**config.mk**
```make
export PLATFORM = sky130hd
export DESIGN_NAME = uart_word_assembler
export DESIGN_NICKNAME = d
export VERILOG_FILES = /design/src/rtl/uart_word_assembler_pkg.sv /design/src/rtl/uart_word_out_slot.sv /design/src/rtl/uart_word_assembler.sv
export SDC_FILE = /design/constraint.sdc
export NUM_CORES = 1
export LEC_CHECK = 0
export ABC_AREA = 0
export BUFFER_PORTS_ARGS = -buffer_cell sky130_fd_sc_hd__buf_2
export CORE_ASPECT_RATIO = 0.75
export CORE_MARGIN = 2
export CORE_UTILIZATION = 35
export DETAILED_ROUTE_END_ITERATION = 6
export PLACE_DENSITY = 0.6
export SYNTH_ARGS = -nofsm -noshare
export SYNTH_HDL_FRONTEND = slang
export SYNTH_SLANG_ARGS = --single-unit
export TNS_END_PERCENT = 100
```
**constraint.sdc**
```tcl
create_clock -name in_clk -period 2.1 [get_ports in_clk]
set_clock_uncertainty 0.15 [all_clocks]
set_input_delay 0.21 -clock in_clk [delete_from_list [all_inputs] [get_ports in_clk]]
set_output_delay 0.21 -clock in_clk [all_outputs]
set_load 0.02 [all_outputs]
```
**src/rtl/uart_word_assembler_pkg.sv**
```systemverilog
// rtl/uart_word_assembler_pkg.sv - shared defaults and derivations for the UART word assembler
package uart_word_assembler_pkg;

   localparam int BPS_DEFAULT          = 24;
   localparam int CLKS_PER_BIT_DEFAULT = 640;
   localparam int TIMEOUT_BITS_DEFAULT = 20;

   typedef enum logic {
      ST_IDLE    = 1'b0,
      ST_COLLECT = 1'b1
   } collect_state_t;

   function automatic int calc_bytes(input int bps);
      return bps / 8;
   endfunction

   function automatic int calc_timeout_clks(input int timeout_bits, input int clks_per_bit);
      return timeout_bits * clks_per_bit;
   endfunction

endpackage

```
**src/rtl/uart_word_out_slot.sv**
```systemverilog
// rtl/uart_word_out_slot.sv - one-entry valid/ready word holding register with overrun detection
module uart_word_out_slot
   import uart_word_assembler_pkg::*;
#(
   parameter int W = BPS_DEFAULT
) (
   input  logic         clk,
   input  logic         rst_n,
   input  logic         load,
   input  logic [W-1:0] load_data,
   input  logic         ready,
   output logic [W-1:0] data,
   output logic         valid,
   output logic         overrun
);

   logic accept;

   // A word may load into a slot that is draining in the same cycle.
   always_comb begin
      accept = load && (!valid || ready);
   end

   always_ff @(posedge clk or negedge rst_n) begin
      if (!rst_n) begin
         data    <= '0;
         valid   <= 1'b0;
         overrun <= 1'b0;
      end else begin
         overrun <= load && !accept;
         if (accept) begin
            data  <= load_data;
            valid <= 1'b1;
         end else if (ready) begin
            valid <= 1'b0;
         end
      end
   end

endmodule

```
**src/rtl/uart_word_assembler.sv**
```systemverilog
// rtl/uart_word_assembler.sv - packs received UART bytes MSB-first into words with silence timeout
module uart_word_assembler
   import uart_word_assembler_pkg::*;
#(
   parameter int BPS          = BPS_DEFAULT,
   parameter int CLKS_PER_BIT = CLKS_PER_BIT_DEFAULT,
   parameter int TIMEOUT_BITS = TIMEOUT_BITS_DEFAULT
) (
   input  logic           in_clk,
   input  logic           in_reset,
   input  logic [7:0]     in_byte,
   input  logic           in_byte_valid,
   output logic [BPS-1:0] out_word,
   output logic           out_valid,
   input  logic           in_ready,
   output logic           out_overrun,
   output logic           out_timeout,
   output logic           out_busy
);

   localparam int BYTES        = calc_bytes(BPS);
   localparam int TIMEOUT_CLKS = calc_timeout_clks(TIMEOUT_BITS, CLKS_PER_BIT);
   localparam int CNT_W        = (BYTES > 1) ? $clog2(BYTES) : 1;
   localparam int TMR_W        = (TIMEOUT_CLKS > 1) ? $clog2(TIMEOUT_CLKS) : 1;
   localparam logic [CNT_W-1:0] CNT_LAST = CNT_W'(BYTES - 1);
   localparam logic [TMR_W-1:0] TMR_LAST = TMR_W'(TIMEOUT_CLKS - 1);

   collect_state_t   state;
   logic [CNT_W-1:0] count, count_n;
   logic [TMR_W-1:0] timer, timer_n;
   logic [BPS-1:0]   shift, shift_n;
   logic [BPS-1:0]   assembled;
   logic             word_done;
   logic             expire;

   // Full-width shift keeps the BPS = 8 case legal: older bytes fall off the top.
   assign assembled = (shift << 8) | BPS'(in_byte);
   assign state     = (count == '0) ? ST_IDLE : ST_COLLECT;

   always_ff @(posedge in_clk or negedge in_reset) begin
      if (!in_reset) begin
         count       <= '0;
         shift       <= '0;
         timer       <= '0;
         out_timeout <= 1'b0;
      end else begin
         count       <= count_n;
         shift       <= shift_n;
         timer       <= timer_n;
         out_timeout <= expire;
      end
   end

   always_comb begin
      count_n   = count;
      shift_n   = shift;
      timer_n   = timer;
      word_done = 1'b0;
      expire    = 1'b0;
      if (in_byte_valid) begin
         // A strobe always beats a coincident timeout expiry.
         timer_n = '0;
         if (count == CNT_LAST) begin
            count_n   = '0;
            shift_n   = '0;
            word_done = 1'b1;
         end else begin
            count_n = count + 1'b1;
            shift_n = assembled;
         end
      end else if (state == ST_COLLECT) begin
         if (timer == TMR_LAST) begin
            count_n = '0;
            shift_n = '0;
            timer_n = '0;
            expire  = 1'b1;
         end else begin
            timer_n = timer + 1'b1;
         end
      end else begin
         timer_n = '0;
      end
   end

   always_comb begin
      out_busy = 1'b0;
      if (state == ST_COLLECT) begin
         out_busy = 1'b1;
      end
   end

   uart_word_out_slot #(
      .W(BPS)
   ) u_out_slot (
      .clk       (in_clk),
      .rst_n     (in_reset),
      .load      (word_done),
      .load_data (assembled),
      .ready     (in_ready),
      .data      (out_word),
      .valid     (out_valid),
      .overrun   (out_overrun)
   );

endmodule

```
==> flow_summary.ini <==
[run_status]
status = finished clean

[timing]
clock.fmax_ghz = 0.546
relSlewSlack = 0.496
setup_viol = 0
fin_crit_sh = 0.872
hold_violations = 0
timing.setup.tns_ns = 0
hold_ws_ns = 0.0417
worstMarginPinSlew_ns = 0.752
period_minus_slack_ns = 1.83
slew_viol_final = 0
grt_setup_unrepaired = no
fin_ws_ns = 0.270

[finish]
fin_util = 0.455
fin_area_um2 = 3060
syn_to_final_growth_pct = 26.8
diodes = 0
drive_gt1_frac = 0.397
fin_cells = 323
layout.nets = 247

[grt]
grt_use_total = 0.130
grt_pass1_wl_um = 7680
grt_max_degree = 60
grt_pass1_vias = 1556
grt.overflow.total = 0
grt_antenna_before_repair = 0

[placement]
routabilityCongestion = 0.737
place.port_buffers = 39
post_dp_cell_area_um2 = 2700
pre_cts_ws_ns = 0.292
dpl.cell_count = 297
hpwl_um = 2800

[drt]
antenna_left = 0
post-route-drc-count = 0
dr.pass1.iters = 4
viasPerCell = 4.77
wl_per_cell_um = 13.5
drt_iter0_drc = 56
wl_um = 4360
via_count = 1542

[cts]
cts.clk_slew.worst_paths_ns = 0.06
cts_buffers = 9
clk_latency_ns = 0.34
cts_max_level = 3
cts_resized = 0
cts_tree = done
clock_path_buffers = 2
root_buffer = clkbuf_8
clock_sinks = 59

[power_and_ir_drop]
fin_total_pwr_mw = 4.04
switching_share = 0.301
seqPwrFrac = 0.401
power.leakage_nw = 1.43
p_comb_frac = 0.273
cellPowerDensity_nw_per_um2 = 1320
clock_power_share = 0.326
p_int_mw = 2.82
peakVddDrop_mv = 0.768
switchingPower_mw = 1.22

[critical_path]
critPathRequiredTime_ns = 2.22
endpoint_kind = flip-flop
crit_path_start_kind = flip-flop
crit_type = flip-flop to flip-flop
critPathMaxFanout = 16
cp_data_arrival_time_ns = 1.95

[synth]
yosys-top-cells-area = dfrtp_1 (61%), mux2_2 (11%), a22o_1 (4.0%), xnor2_1 (3.3%), nor2_1 (2.8%)
syn_area_um2 = 2410
seq_area_frac_synth = 0.611
ys_seq_elements = 59
yosysTopAreaCell = dfrtp_1
yosys_warnings = 0
syn_inst = 178
synth_top_area_share = 0.611
synthesis.nets = 191
synth_cell_types = 33
avgSynthCellArea_um2 = 13.6

[flow_run]
max_cap_viol_count = 0

[hold_path]
min_path_type = input port to flip-flop

[floorplanning]
die-area_um2 = 7590
start_util = 0.359
io_pins = 40
rows = 26
dieHeight_um = 75.9
die_x_um = 99.9
coreArea_um2 = 6730
[cells in the mapped netlist]
library cell and instances:
nor3_4 1, buf_2 2, a22o_1 11, and4_2 1, nand4_1 1, a22o_2 6, nor4_1 3, nand3_2 1
and4_1 1, nand3_4 1, inv_1 3, a21oi_1 1, xnor2_1 9, nand2_1 8, xor2_1 3, nor2b_1 1
nand4b_1 1, buf_4 2, nand2b_1 1, a31oi_4 1, dlymetal6s2s_1 1, and3_1 1, nor2_1 18, dfrtp_1 59
a21boi_2 1, and2b_1 1, ha_1 1, mux2_2 24, nand3_1 5, nor3_1 6, a21o_1 1, buf_6 1
clkbuf_8 1
[kinds of logic (layout without fill, tap and decap cells)]
| family | Yosys count | after routing | share of synthesized area |
|---|---|---|---|
| multiplexers | 24 | 24 | 0.112 |
| flip-flops | 59 | 59 | 0.611 |
| AO/OA/AOI/OAI | 21 | 21 | 0.0834 |
| XOR/XNOR | 12 | 12 | 0.0435 |
| AND/OR/NAND/NOR | 51 | 51 | 0.114 |
| adder cells (fa/ha/maj) | 1 | 1 | 0.00518 |
| buffers and inverters | 10 | 71 | 0.0306 |
[flip-flops by register name, indices dropped and copies added (netlist names)]
register and cells:
u_out_slot.data 24, shift 16, timer 14, count 2, out_timeout 1, u_out_slot.overrun 1, u_out_slot.valid 1
[layout by cell type (no fill, tap or decap)]
cell type | netlist | final
nand3_2 | 1 | 1
dlygate4sd3_1 | 0 | 10
buf_2 | 2 | 39
nand3_1 | 5 | 5
nor2_1 | 18 | 18
a22o_1 | 11 | 11
ha_1 | 1 | 1
nand3_4 | 1 | 1
bufinv_16 | 0 | 3
nor3_1 | 6 | 6
xnor2_1 | 9 | 9
xor2_1 | 3 | 3
a21boi_2 | 1 | 1
nor4_1 | 3 | 3
nand4b_1 | 1 | 1
and4_1 | 1 | 1
a21oi_1 | 1 | 1
dfrtp_1 | 59 | 59
buf_4 | 2 | 1
clkbuf_8 | 1 | 12
a22o_2 | 6 | 6
nand2b_1 | 1 | 1
mux2_2 | 24 | 24
nor2b_2 | 0 | 1
a31oi_4 | 1 | 1
and4_2 | 1 | 1
buf_12 | 0 | 2
inv_1 | 3 | 3
and2b_1 | 1 | 1
nand2_1 | 8 | 8
and3_1 | 1 | 1
a21o_1 | 1 | 1
nand4_1 | 1 | 1
nor3_4 | 1 | 1
clkinv_2 | 0 | 1
[power groups by stage]
| stage | combinational, mW | clock [mW] | sequential [mW] |
|---|---|---|---|
| 2_1_floorplan | 0.456 | 0 | 1.90 |
| 6_report | 1.10 | 1.32 | 1.62 |
| 4_1_cts | 1.12 | 1.34 | 1.62 |
| 3_5_place_dp | 1.10 | 0 | 1.64 |
| 3_3_place_gp | 1.09 | 0 | 1.63 |
| 5_1_grt | 1.19 | 1.40 | 1.67 |
[final timing paths]
check,start,end,slack [ns],depth (start not counted)
max,timer[0],shift[2],0.27,5
min,in_byte_valid,timer[10],0.04,2
max reg2reg,timer[0],shift[2],0.27,5
min reg2reg,timer[0],timer[0],0.32,1
max in group asynchronous,in_reset,timer[8],1.28,3
min in group asynchronous,in_reset,u_out_slot.data[22],0.26,3
[routing by layer]
layer	GRT usage	wire [µm]	share of wire	up-vias
met2	0.176	1850	0.42	28
met5	0	0	0	-
li1	-	-	-	753
met3	0.0544	190	0.044	7
met1	0.187	2260	0.52	754
met4	0.0438	58	0.013	0
[critical path: stages (launching register included)]
cell and delay [ns]:
dfrtp_1 0.40, ha_1 0.25, nand2_1 0.20, nor3_4 0.08, a31oi_4 0.46, a22o_2 0.22
[final cells by class]
cell class / count / area, µm²
tap: 84 / 105
multi-input combinational: 109 / 867
clock inverter: 4 / 95.1
sequential: 59 / 1480
clock buffer: 12 / 165
fill: 611 / 3670
inverter: 3 / 11.3
timing repair buffer: 52 / 343
[timing repair]
action                                 4_1_cts  5_1_grt
buffers inserted                             0        0
endpoints found under the hold margin       76        0
hold buffers                                10        0
(Power assumes the default switching activity.)
